### src/rtl/conv_window_feeder_if.sv
// conv_window_feeder_if
// Groups the two streams around the window feeder:
//   input stream : in_valid, in_data, in_last  -> feeder;  in_ready  <- feeder
//   window stream: A, out_valid, out_last, err <- feeder;  out_ready -> feeder
// Handshake rule for both streams: a transfer happens on a rising clock edge
// where valid and ready are both 1; valid, data and last stay stable until then.
// Modports:
//   slave  - the feeder itself
//   master - the environment (sample source and window consumer)
interface conv_window_feeder_if #(
    parameter int bw     = 8,
    parameter int rows   = 8,
    parameter int height = 2
);
    logic                       in_valid;
    logic [bw-1:0]              in_data;
    logic                       in_last;
    logic                       in_ready;
    logic [rows*bw*height-1:0]  A;
    logic                       out_valid;
    logic                       out_ready;
    logic                       out_last;
    logic                       err;

    modport slave (
        input  in_valid, in_data, in_last, out_ready,
        output in_ready, A, out_valid, out_last, err
    );

    modport master (
        output in_valid, in_data, in_last, out_ready,
        input  in_ready, A, out_valid, out_last, err
    );
endinterface

### src/rtl/conv_window_feeder.sv
// conv_window_feeder
// Collects a stream of bw-bit samples into rows of `rows` samples and keeps a
// sliding window of the last `height` rows (row 0 oldest, in the low bits of A).
// Each completed row is committed into the window; once `height` rows of the
// current frame are present, every commit presents a new window on A.
// Ports:
//   clk     - rising-edge clock
//   rst     - asynchronous active-low reset
//   bus     - slave side of conv_window_feeder_if (sample and window streams)
//   state_o - FSM state: 0 FILL, 1 EMIT, 2 STALL
module conv_window_feeder #(
    parameter int bw     = 8,
    parameter int rows   = 8,
    parameter int height = 2
) (
    input  logic                  clk,
    input  logic                  rst,
    conv_window_feeder_if.slave   bus,
    output logic [1:0]            state_o
);
    localparam int RW = rows * bw;
    localparam int WW = RW * height;
    localparam int CW = (rows > 1) ? $clog2(rows) : 1;
    localparam int HW = $clog2(height + 1);

    typedef enum logic [1:0] {
        FILL  = 2'd0,
        EMIT  = 2'd1,
        STALL = 2'd2
    } state_t;

    state_t          state_q;
    logic [CW-1:0]   col_q;
    logic [HW-1:0]   row_cnt_q;
    logic [RW-1:0]   asm_q;
    logic [RW-1:0]   asm_d;
    logic [WW-1:0]   win_q;
    logic [WW-1:0]   win_d;
    logic            out_valid_q;
    logic            out_last_q;
    logic            err_q;
    logic            row_pend_q;
    logic            pend_last_q;

    logic            accept;
    logic            col_end;
    logic            complete;
    logic            misplaced;
    logic            blocked;
    logic            commit;
    logic            commit_last;
    logic [HW-1:0]   row_sat;
    logic            fills;

    assign accept      = bus.in_valid & ~row_pend_q;
    assign col_end     = (col_q == CW'(rows - 1));
    assign complete    = accept & col_end;
    assign misplaced   = accept & bus.in_last & ~col_end;
    // The window must not move while a presented window is still untaken.
    assign blocked     = out_valid_q & ~bus.out_ready;
    assign commit      = (complete | row_pend_q) & ~blocked;
    assign commit_last = row_pend_q ? pend_last_q : bus.in_last;
    assign row_sat     = (row_cnt_q == HW'(height)) ? row_cnt_q : HW'(row_cnt_q + 1'b1);
    assign fills       = commit & (row_sat == HW'(height));

    // Assembly row including the sample accepted this cycle, so a completing
    // sample commits together with the rest of its row on the same edge.
    always_comb begin
        asm_d = asm_q;
        if (accept) begin
            asm_d[int'(col_q)*bw +: bw] = bus.in_data;
        end
    end

    // Window shift: row 0 drops out, the new row lands in the top slot.
    always_comb begin
        win_d = win_q;
        if (commit) begin
            for (int r = 0; r < height - 1; r++) begin
                win_d[r*RW +: RW] = win_q[(r+1)*RW +: RW];
            end
            win_d[(height-1)*RW +: RW] = asm_d;
        end
    end

    always_ff @(posedge clk or negedge rst) begin
        if (!rst) begin
            state_q     <= FILL;
            col_q       <= '0;
            row_cnt_q   <= '0;
            asm_q       <= '0;
            win_q       <= '0;
            out_valid_q <= 1'b0;
            out_last_q  <= 1'b0;
            err_q       <= 1'b0;
            row_pend_q  <= 1'b0;
            pend_last_q <= 1'b0;
        end else begin
            asm_q <= asm_d;
            win_q <= win_d;
            err_q <= misplaced;

            // Any in_last (legal or misplaced) restarts the column count.
            if (accept) begin
                col_q <= (col_end | bus.in_last) ? '0 : CW'(col_q + 1'b1);
            end

            if (complete & blocked) begin
                row_pend_q  <= 1'b1;
                pend_last_q <= bus.in_last;
            end else if (commit) begin
                row_pend_q  <= 1'b0;
                pend_last_q <= 1'b0;
            end

            if (misplaced) begin
                row_cnt_q <= '0;
            end else if (commit) begin
                row_cnt_q <= commit_last ? '0 : row_sat;
            end

            if (fills) begin
                out_valid_q <= 1'b1;
                out_last_q  <= commit_last;
            end else if (bus.out_ready) begin
                out_valid_q <= 1'b0;
                out_last_q  <= 1'b0;
            end

            case (state_q)
                FILL: begin
                    if (fills) state_q <= EMIT;
                end
                EMIT: begin
                    if (complete & blocked)          state_q <= STALL;
                    else if (bus.out_ready & ~fills) state_q <= FILL;
                end
                STALL: begin
                    // A held row after a misplaced in_last may commit without
                    // forming a window; the handoff then leaves nothing valid.
                    if (commit) state_q <= fills ? EMIT : FILL;
                end
                default: state_q <= FILL;
            endcase
        end
    end

    assign bus.in_ready  = ~row_pend_q;
    assign bus.A         = win_q;
    assign bus.out_valid = out_valid_q;
    assign bus.out_last  = out_last_q;
    assign bus.err       = err_q;
    assign state_o       = state_q;
endmodule

### src/flat_wrapper.sv
// flat-port wrapper written by rule: the top's interface ports become plain ports
module conv_window_feeder_flat 
#(
    parameter int bw     = 8,
    parameter int rows   = 8,
    parameter int height = 2
)
  (clk, rst, state_o, bus_in_valid, bus_in_data, bus_in_last, bus_out_ready, bus_in_ready, bus_A, bus_out_valid, bus_out_last, bus_err);
  conv_window_feeder_if #(.bw(bw), .rows(rows), .height(height)) bus_i ();
  input  logic clk;
  input  logic rst;
  output logic [1:0] state_o;
  input wire logic [$bits(bus_i.in_valid)-1:0] bus_in_valid;
  input wire logic [$bits(bus_i.in_data)-1:0] bus_in_data;
  input wire logic [$bits(bus_i.in_last)-1:0] bus_in_last;
  input wire logic [$bits(bus_i.out_ready)-1:0] bus_out_ready;
  output wire logic [$bits(bus_i.in_ready)-1:0] bus_in_ready;
  output wire logic [$bits(bus_i.A)-1:0] bus_A;
  output wire logic [$bits(bus_i.out_valid)-1:0] bus_out_valid;
  output wire logic [$bits(bus_i.out_last)-1:0] bus_out_last;
  output wire logic [$bits(bus_i.err)-1:0] bus_err;
  assign bus_i.in_valid = bus_in_valid;
  assign bus_i.in_data = bus_in_data;
  assign bus_i.in_last = bus_in_last;
  assign bus_i.out_ready = bus_out_ready;
  assign bus_in_ready = bus_i.in_ready;
  assign bus_A = bus_i.A;
  assign bus_out_valid = bus_i.out_valid;
  assign bus_out_last = bus_i.out_last;
  assign bus_err = bus_i.err;
  conv_window_feeder #(.bw(bw), .rows(rows), .height(height)) u_core (.clk(clk), .rst(rst), .bus(bus_i), .state_o(state_o));
endmodule
### config.mk
export PLATFORM = sky130hd
export DESIGN_NAME = conv_window_feeder_flat
export DESIGN_NICKNAME = d
export VERILOG_FILES = /design/src/rtl/conv_window_feeder_if.sv /design/src/rtl/conv_window_feeder.sv /design/src/flat_wrapper.sv
export SDC_FILE = /design/constraint.sdc
export NUM_CORES = 1
export LEC_CHECK = 0
export ABC_AREA = 0
export CAP_MARGIN = 5
export CORE_MARGIN = 1.5
export CORE_UTILIZATION = 40
export DETAILED_ROUTE_END_ITERATION = 12
export PLACE_DENSITY = 0.68
export SLEW_MARGIN = 15
export SYNTH_ARGS = -nofsm -noshare
export SYNTH_HDL_FRONTEND = slang
export SYNTH_SLANG_ARGS = --single-unit
### constraint.sdc
create_clock -name clk -period 4 [get_ports clk]
set_clock_uncertainty 0.2 [all_clocks]
set_input_delay 1.2 -clock clk [delete_from_list [all_inputs] [get_ports clk]]
set_output_delay 1.2 -clock clk [all_outputs]
set_load 0.005 [all_outputs]
==> flow_metrics.py, run 1 <==
metrics = {
    "synthesis": {
        "yosysMostFrequentCell": "dfrtp_1",
        "yosysSeqAreaShare_pct": 59.2,
        "synth.area.mux_share_pct": 8.72,
        "synth_common_cells": "dfrtp_1 (204), a21oi_1 (67), nand2_1 (67), a31oi_1 (65), mux2_2 (65)",
        "synthXorXnorAreaFrac_pct": 0,
        "syn_area_per_cell_um2": 11.4,
        "synth_compound_area_share_pct": 13.6,
        "ys_ff_latch": 204,
        "synth_top_family_by_area": "compound AO/OA/AOI/OAI gates",
        "synth-simple-area-share_pct": 13.4,
        "synth.top_cells.by_area": "dfrtp_1 (59%), mux2_2 (8.5%), a31oi_1 (4.7%)",
        "syn_area_um2": 8630,
        "syn_inst": 756,
        "synthArstFlopShare_pct": 100,
        "synthDistinctLibCells": 42,
        "mappedNetlistNets": 777,
        "ys.flop_type": "dfrtp_1",
        "synth_edf_count": 0,
        "synth_top_area_share_pct": 59.2,
        "ys.warnings.count": 0,
        "synth-adder-area-share_pct": 1.16,
        "synth.largest_area_cell": "dfrtp_1",
    },
    "route": {
        "routedWlPerCell_um": 18.7,
        "drtAntennaViolNets": 0,
        "totalWireLength_um": 21900,
        "vias": 6575,
        "first_pass_iters": 5,
        "vias_per_cell": 5.62,
        "drt_iter0_markers": 485,
        "post-route-drc-count": 0,
    },
    "global_route": {
        "grt_max_degree": 85,
        "grt_usage_pct": 19.8,
        "antenna_found_initial": 0,
        "grt_pass1_vias": 6516,
        "grt_pass1_wl_um": 35500,
        "grt_overflow": 0,
    },
    "die": {
        "die_h_um": 150,
        "start_util_pct": 40.9,
        "rows": 53,
        "coreArea_um2": 21100,
        "ioPinCount": 147,
        "dieArea_um2": 22500,
        "fp.dieW_um": 150,
    },
    "place": {
        "place_ws_ns": 0.704,
        "hpwl_um": 14700,
        "place_congestion": 0.900,
        "port_buffers": 146,
    },
    "sta": {
        "slew_viol_final": 0,
        "period_share_pct": 85.9,
        "fmax_mhz": 291,
        "max_slew_margin_pct": 40.8,
        "worst-slew-pin-transition_ns": 0.889,
        "setup_tns_ns": 0,
        "finalSetupViolCount": 0,
        "finalHoldViolations": 0,
        "period_needed_ns": 3.44,
        "rsz0062_at_grt": "no",
        "fin_ws_ns": 0.565,
    },
    "clock_tree": {
        "clk_latency_ns": 0.50,
        "clockBufferDepth": 3,
        "clk_pin_slew_ns": 0.06,
        "cts_tree": "yes",
        "clock_sinks": 204,
        "postCtsSetupRepairBufs": 0,
        "cts_hold_buffers": 0,
        "cts_buffers": 23,
        "cts_resized": 0,
        "cts_root_buf": "clkbuf_16",
        "htree_levels": 1,
    },
    "setup_path": {
        "crit_start": "u_core.row_pend_q",
        "endpoint_kind": "output port",
        "slowest_stage": "dfrtp_1",
        "critical_path_class": "flop to output port",
        "r2r_start": "u_core.col_q[0]",
        "crit_fanout": 19,
        "slowest_delay_ns": 0.75,
        "reg2reg_depth": 7,
        "r2r-end": "u_core.bus.A[28]",
        "cp_cell_sequence": "inv_1, clkdlybuf4s50_1",
        "setup.worst_path.end": "bus_in_ready",
        "required_ns": 2.60,
        "worstPathArrival_ns": 2.04,
        "critPathLaunchType": "flop",
        "r2r_slack_ns": 1.13,
    },
    "cells_and_area": {
        "final_nets": 899,
        "area_delta_synth_final_pct": 28.5,
        "diodes": 0,
        "final_core_util_pct": 52.6,
        "fillers": 1850,
        "multi_input_area_um2": 3210,
        "drive_gt1_share_pct": 15.2,
        "area.sequential_um2": 5100,
    },
    "run": {
        "max_cap_viol_count": 0,
    },
    "min_path": {
        "min_path_type": "flop to flop",
    },
    "power": {
        "ir_worst_vdd_mv": 0.307,
        "total_power_w": 0.00547,
        "powerDensity_nw_per_um2": 494,
        "p_leak_nw": 5.20,
    },
    "status": {
        "outcome": "finished, final reports clean",
    },
}
[final cells by class]
cell class                      instances  share of cell area, %
Tap cell                              275                   3.10
Clock buffer                           28                   5.54
Inverter                                6                  0.203
Clock inverter                         13                   1.32
Timing Repair Buffer                  164                   14.9
Multi-Input combinational cell        479                   28.9
Sequential cell                       204                   46.0
[registers in the layout (all words and copies together) (netlist names)]
| name | flops |
|---|---|
| u_core.bus.A | 128 |
| u_core.asm_q | 64 |
| u_core.col_q | 3 |
| u_core.row_cnt_q | 2 |
| u_core.state_o | 2 |
| u_core.bus.err | 1 |
| u_core.bus.out_last | 1 |
| u_core.bus.out_valid | 1 |
| u_core.pend_last_q | 1 |
| u_core.row_pend_q | 1 |
[routing by layer]
layer  GRT usage, %  part of all wire [%]  wire length (um)  vias up
met5              0                     0                 0        -
met4           6.08                   2.4               534        0
met3           3.08                   5.8              1260       42
met2           30.8                    46             10200      226
met1           28.6                    45              9940     3292
li1               -                     -                 -     3015
[where the power goes]
part,internal [W],switching (W)
clock,0.00129,0.000820
combinational,0.000426,0.000476
sequential,0.00231,0.000158
total,0.00402,0.00145
[worst min path at each step]
stage | start | endpoint | slack, ns | depth (start not counted)
finish | u_core.asm_q[32] | u_core.asm_q[32] | 0.29 | 2
CTS | u_core.asm_q[32] | u_core.asm_q[32] | 0.30 | 2
global placement | u_core.asm_q[39] | u_core.asm_q[39] | 0.27 | 2
floorplan | u_core.asm_q[3] | u_core.asm_q[3] | 0.25 | 2
detailed placement | u_core.asm_q[43] | u_core.asm_q[43] | 0.28 | 2
global route | u_core.asm_q[32] | u_core.asm_q[32] | 0.31 | 2
[cell usage in the layout, fill, tap and decap left out, types with 2 or more instances in the layout]
| master | count |
|---|---|
| a21oi_1 | 66 |
| a22o_1 | 2 |
| a31oi_1 | 65 |
| and3_1 | 5 |
| and3b_1 | 5 |
| and4b_1 | 6 |
| buf_12 | 4 |
| buf_4 | 14 |
| bufinv_16 | 3 |
| clkbuf_1 | 3 |
| clkbuf_16 | 23 |
| clkbuf_8 | 3 |
| clkdlybuf4s50_1 | 145 |
| clkinv_2 | 8 |
| dfrtp_1 | 204 |
| ha_1 | 8 |
| inv_1 | 6 |
| mux2_2 | 65 |
| mux2i_1 | 2 |
| nand2_1 | 67 |
| nand2b_1 | 5 |
| nand3_1 | 57 |
| nand4_1 | 12 |
| nand4b_1 | 3 |
| nand4bb_1 | 3 |
| nor2b_1 | 12 |
| nor4bb_1 | 14 |
| o21ai_0 | 48 |
| o21ai_1 | 9 |
| o31ai_1 | 5 |
| o31ai_2 | 4 |
[worst max-delay path: cells and delay by family, from the launching register on]
family                 cells  cell delay (ns)
buffers and inverters      2             0.79
DFF                        1             0.75
[cell families (layout without fill, tap and decap cells)]
| kind of cell | after synthesis | in the layout |
|---|---|---|
| AOI/OAI and AO/OA | 204 | 204 |
| DFF | 204 | 204 |
| and+or+nand+nor | 200 | 200 |
| buffers and inverters | 73 | 211 |
| muxes | 67 | 67 |
| adders and majority gates | 8 | 8 |
[metrics by stage]
step / instances / cell area, um^2 / hold slack, ns
after detailed placement: 1128 / 10300 / 0.280
final: 1169 / 11100 / 0.292
after global routing: 1169 / 11100 / 0.314
after floorplan: 756 / 8630 / 0.255
after global placement: 1128 / 10300 / 0.272
after CTS: 1169 / 11100 / 0.296
No activity file was read; power rests on OpenSTA's default activity.
==> inputs of run 2 (changes only) <==
- CORE_MARGIN: 1.5 -> not set
==> run 2 against run 1 <==
Combinational power increased by 0.6%. Final cell count rose by 0.34%. Die area fell by 1.3%. Via count rose by 1.1%. Global-route usage grew 0.48 points.
==> flow_metrics.py, run 2 (same netlist as run 1, synthesis figures left out) <==
metrics = {
    "route": {
        "vias": 6650,
        "vias_per_cell": 5.67,
        "drtAntennaViolNets": 0,
        "drt_iter0_markers": 409,
        "first_pass_iters": 7,
        "post-route-drc-count": 0,
        "totalWireLength_um": 22000,
        "routedWlPerCell_um": 18.8,
    },
    "setup_path": {
        "r2r_slack_ns": 1.15,
        "worstPathArrival_ns": 2.00,
        "critPathLaunchType": "flop",
        "critical_path_class": "flop to output port",
        "r2r_start": "u_core.col_q[1]",
        "required_ns": 2.60,
        "endpoint_kind": "output port",
        "r2r-end": "u_core.bus.A[66]",
        "reg2reg_depth": 6,
        "crit_fanout": 19,
    },
    "clock_tree": {
        "clk_latency_ns": 0.49,
        "cts_tree": "yes",
        "clk_pin_slew_ns": 0.06,
        "cts_resized": 0,
        "clockBufferDepth": 3,
        "clock_sinks": 204,
        "postCtsSetupRepairBufs": 0,
        "htree_levels": 1,
        "cts_hold_buffers": 0,
        "cts_root_buf": "clkbuf_16",
        "cts_buffers": 23,
    },
    "sta": {
        "rsz0062_at_grt": "no",
        "slew_viol_final": 0,
        "fmax_mhz": 294,
        "finalSetupViolCount": 0,
        "setup_tns_ns": 0,
        "period_needed_ns": 3.40,
        "finalHoldViolations": 0,
        "max_slew_margin_pct": 43.2,
        "period_share_pct": 84.9,
        "worst-slew-pin-transition_ns": 0.849,
    },
    "power": {
        "p_leak_nw": 5.20,
        "ir_worst_vdd_mv": 0.284,
        "powerDensity_nw_per_um2": 477,
        "total_power_w": 0.00529,
    },
    "place": {
        "place_inst": 1134,
        "place_congestion": 0.926,
        "port_buffers": 146,
        "hpwl_um": 15200,
    },
    "cells_and_area": {
        "area_delta_synth_final_pct": 28.4,
        "final_common_cell": "dfrtp_1",
        "largest_reg_flops": 128,
        "layout_common_cells": "dfrtp_1 (204), clkdlybuf4s50_1 (145), nand2_1 (67), a21oi_1 (66)",
        "diodes": 0,
        "drive_gt1_share_pct": 14.9,
        "fin_cells": 1173,
        "fillers": 1853,
        "final_nets": 905,
    },
    "status": {
        "outcome": "finished, final reports clean",
    },
    "global_route": {
        "grt_usage_pct": 20.3,
        "grt_pass1_wl_um": 35700,
        "grt_max_degree": 88,
        "antenna_found_initial": 0,
        "grt_pass1_vias": 6464,
        "grt_overflow": 0,
    },
    "die": {
        "ioPinCount": 147,
        "rows": 53,
        "dieArea_um2": 22200,
        "fp.dieW_um": 149,
        "start_util_pct": 40.9,
        "coreArea_um2": 21100,
        "die_h_um": 149,
    },
    "min_path": {
        "hold_end": "u_core.asm_q[43]",
        "hold_start": "u_core.asm_q[43]",
        "hold_depth": 2,
        "min_path_type": "flop to flop",
    },
    "run": {
        "max_cap_viol_count": 0,
    },
}
## run 2: cell types whose count changed in the layout (fill, tap and decap cells not counted)
cell / delta
clkinv_2: -5
buf_4: +4
buf_12: +2
clkbuf_8: +2
clkinvlp_4: -1
bufinv_16: -3
inv_6: -1
clkbuf_1: +6
## run 2: worst max path at each step
stage	start	end	slack, ns	cells past startpoint
after CTS	u_core.row_pend_q	bus_in_ready	0.60	2
after global placement	bus_in_valid	u_core.bus.A[101]	0.67	5
after global routing	u_core.row_pend_q	bus_in_ready	0.51	2
after floorplan	bus_in_valid	u_core.bus.A[61]	1.27	6
after detailed placement	bus_in_valid	u_core.bus.A[98]	0.65	5
final	u_core.row_pend_q	bus_in_ready	0.60	2
## run 2: critical path: stages, from the launching register on
cell	delay [ns]
dfrtp_1	0.72
inv_1	0.26
clkdlybuf4s50_1	0.51
## run 2: per-layer routing
layer	up-vias	GRT usage [%]	wire length, um
met4	0	6.38	478
met5	-	0	0
met2	228	31.6	10100
met1	3369	28.9	9970
met3	39	3.55	1430
li1	3014	-	-
## run 2: area by class of cell
| class | instances | area, um^2 | area share [%] |
|---|---|---|---|
| Clock buffer | 36 | 664 | 6.00 |
| Inverter | 6 | 22.5 | 0.203 |
| Multi-Input combinational cell | 479 | 3210 | 28.9 |
| Sequential cell | 204 | 5100 | 46.1 |
| Clock inverter | 3 | 15.0 | 0.136 |
| Tap cell | 275 | 344 | 3.11 |
| Timing Repair Buffer | 170 | 1720 | 15.5 |
## run 2: power breakdown
group / leakage [nW] / switching, W / total [W] / internal [W]
Combinational: 2.05 / 0.000476 / 0.000907 / 0.000432
Clock: 0.335 / 0.000778 / 0.00191 / 0.00113
Sequential: 2.81 / 0.000163 / 0.00247 / 0.00231
Total: 5.20 / 0.00142 / 0.00529 / 0.00387
## run 2: stage by stage
stage	instance area (um^2)	setup slack [ns]	utilization [%]	hold slack, ns
final	11100	0.604	52.5	0.293
after global routing	11100	0.509	52.5	0.303
after CTS	11100	0.603	52.5	0.289
after detailed placement	10400	0.649	49.3	0.275
after global placement	10400	0.674	49.3	0.267
after floorplan	8630	1.27	-	0.255
==> inputs of run 3 (changes only) <==
- PLACE_DENSITY: 0.68 -> 0.7
- clock period: 4 -> 2.83 ns (I/O delays scaled with it)
==> run 3 against run 2 <==
Non-clock buffer count increased by 29. Combinational power is 47% higher. Wire length is 1.1% lower. Die area unchanged. First-iteration DRC count up 18%. Sequential power grew 41%. Hold slack worse by 0.12 ns. Final cell count up 2.6%. Sequential share of layout area down 1.5 points. Critical path depth grew 4. Critical path type is now flop to flop. Critical endpoint is now u_core.bus.A[93]. Largest cell class unchanged.
==> flow_metrics.py, run 3 (same netlist as run 1, synthesis figures left out) <==
metrics = {
    "clock_tree": {
        "clk_latency_ns": 0.51,
        "postCtsSetupRepairBufs": 0,
        "cts_tree": "yes",
        "clockBufferDepth": 3,
        "cts_root_buf": "clkbuf_16",
        "htree_levels": 1,
        "cts_buffers": 23,
        "clk_pin_slew_ns": 0.06,
        "clock_sinks": 204,
        "cts_hold_buffers": 0,
    },
    "cells_and_area": {
        "layout_common_cells": "dfrtp_1 (204), clkdlybuf4s50_1 (145), nand2_1 (67), a21oi_1 (66)",
        "drive_gt1_share_pct": 18.6,
        "final_nets": 934,
        "final_common_cell": "dfrtp_1",
        "final_area_um2": 11400,
        "area_delta_synth_final_pct": 32.7,
        "largest_reg_flops": 128,
        "diodes": 0,
    },
    "sta": {
        "whs_ns": 0.178,
        "finalHoldViolations": 0,
        "worst-slew-pin-transition_ns": 0.914,
        "slew_viol_final": 0,
        "max_slew_margin_pct": 39.1,
        "period_needed_ns": 2.67,
        "fmax_mhz": 374,
        "period_share_pct": 94.4,
        "finalSetupViolCount": 0,
        "rsz0062_at_grt": "no",
    },
    "global_route": {
        "grt_pass1_wl_um": 35100,
        "grt_pass1_vias": 6447,
        "grt_max_degree": 124,
        "grt_overflow": 0,
        "antenna_found_initial": 0,
        "grt_usage_pct": 19.9,
    },
    "route": {
        "drt_iter0_markers": 481,
        "first_pass_iters": 5,
        "vias_per_cell": 5.53,
        "vias": 6651,
        "routedWlPerCell_um": 18.1,
        "totalWireLength_um": 21800,
        "drtAntennaViolNets": 0,
        "post-route-drc-count": 0,
    },
    "run": {
        "max_cap_viol_count": 0,
    },
    "die": {
        "ioPinCount": 147,
        "die_h_um": 149,
        "start_util_pct": 40.9,
        "coreArea_um2": 21100,
        "fp.dieW_um": 149,
        "rows": 53,
        "dieArea_um2": 22200,
    },
    "setup_path": {
        "worstPathArrival_ns": 2.88,
        "crit_fanout": 22,
        "slowest_stage": "nor4bb_1",
        "required_ns": 3.04,
        "critical_path_class": "flop to flop",
        "slowest_delay_ns": 0.65,
        "critPathLaunchType": "flop",
        "cpMostUsedCell": "ha_1",
        "cp_cell_sequence": "inv_1, ha_1, ha_1, nor4bb_1, nand3_1, a31oi_1",
        "endpoint_kind": "flop",
    },
    "place": {
        "hpwl_um": 15000,
        "place_congestion": 0.886,
        "post_dp_cell_area_um2": 10600,
        "port_buffers": 146,
    },
    "power": {
        "p_leak_nw": 5.41,
        "ir_worst_vdd_mv": 0.416,
        "powerDensity_nw_per_um2": 694,
    },
    "status": {
        "outcome": "finished, final reports clean",
    },
    "min_path": {
        "min_path_type": "primary input to async pin",
    },
}
## run 3: cell count changes in the layout (fill, tap and decap cells not counted), sizes merged
cell / delta
buf: +29
bufinv: +4
clkbuf: -7
clkinv: +2
clkinvlp: +1
inv: +1
## run 3: path summary, 6_finish.rpt
| path | endpoint | from | cells past startpoint | slack (ns) |
|---|---|---|---|---|
| setup / recovery | u_core.bus.A[93] | u_core.col_q[1] | 6 | 0.16 |
| setup reg to reg | u_core.bus.A[93] | u_core.col_q[1] | 6 | 0.16 |
| hold reg to reg | u_core.asm_q[60] | u_core.asm_q[60] | 2 | 0.29 |
| hold / removal | u_core.bus.A[31] | rst | 2 | 0.18 |
| min in group clk | u_core.asm_q[60] | u_core.asm_q[60] | 2 | 0.29 |
| max in group asynchronous | u_core.bus.A[1] | rst | 2 | 1.68 |
## run 3: worst max-delay path, delay by kind of cell, from the launching register on
family                     cells  cell delay (ns)
buffers and inverters          1             0.10
adders and majority gates      2             0.64
and+or+nand+nor                2             0.92
AOI/OAI and AO/OA              1             0.23
DFF                            1             0.48
## run 3: area by class of cell
| class | count | area, um^2 |
|---|---|---|
| multi-input cells | 479 | 3210 |
| inverters | 6 | 22.5 |
| well taps | 275 | 344 |
| fillers | 1822 | 9640 |
| clock inverters | 11 | 164 |
| repair buffers | 199 | 1950 |
| flip-flops and latches | 204 | 5100 |
| clock buffers | 29 | 648 |
## run 3: where the power goes
group / switching (W) / leakage, nW / internal [W]
registers: 0.000216 / 2.81 / 0.00326
clock network: 0.00116 / 0.403 / 0.00198
logic: 0.000686 / 2.20 / 0.000642
## run 3: metrics by stage
| step | utilization [%] | TNS [ns] | cells | setup WS [ns] | power [W] |
|---|---|---|---|---|---|
| 2_1_floorplan | - | 0 | 756 | 0.156 | 0.00414 |
| 3_3_place_gp | 50.4 | -0.0738 | 1163 | -0.0260 | 0.00481 |
| 3_5_place_dp | 50.4 | -0.125 | 1163 | -0.0449 | 0.00485 |
| 4_1_cts | 54.2 | 0 | 1203 | 0.168 | 0.00802 |
| 5_1_grt | 54.3 | 0 | 1203 | 0.0102 | 0.00830 |
| 6_report | 54.3 | 0 | 1203 | 0.160 | 0.00795 |
## run 3: per-layer routing
layer	vias to the layer above	routed length [um]	track usage, %
met5	-	0	0
met4	0	479	5.66
met3	36	1160	3.21
met2	214	10200	30.6
met1	3323	9920	29.1
li1	3078	-	-
## run 3: what timing repair did
| item | 4_1_cts | 5_1_grt |
|---|---|---|
| endpoints found under the hold margin | 0 | 0 |
| endpoints found under the setup margin | 0 | 1 |
| gates resized for setup | 0 | 1 |
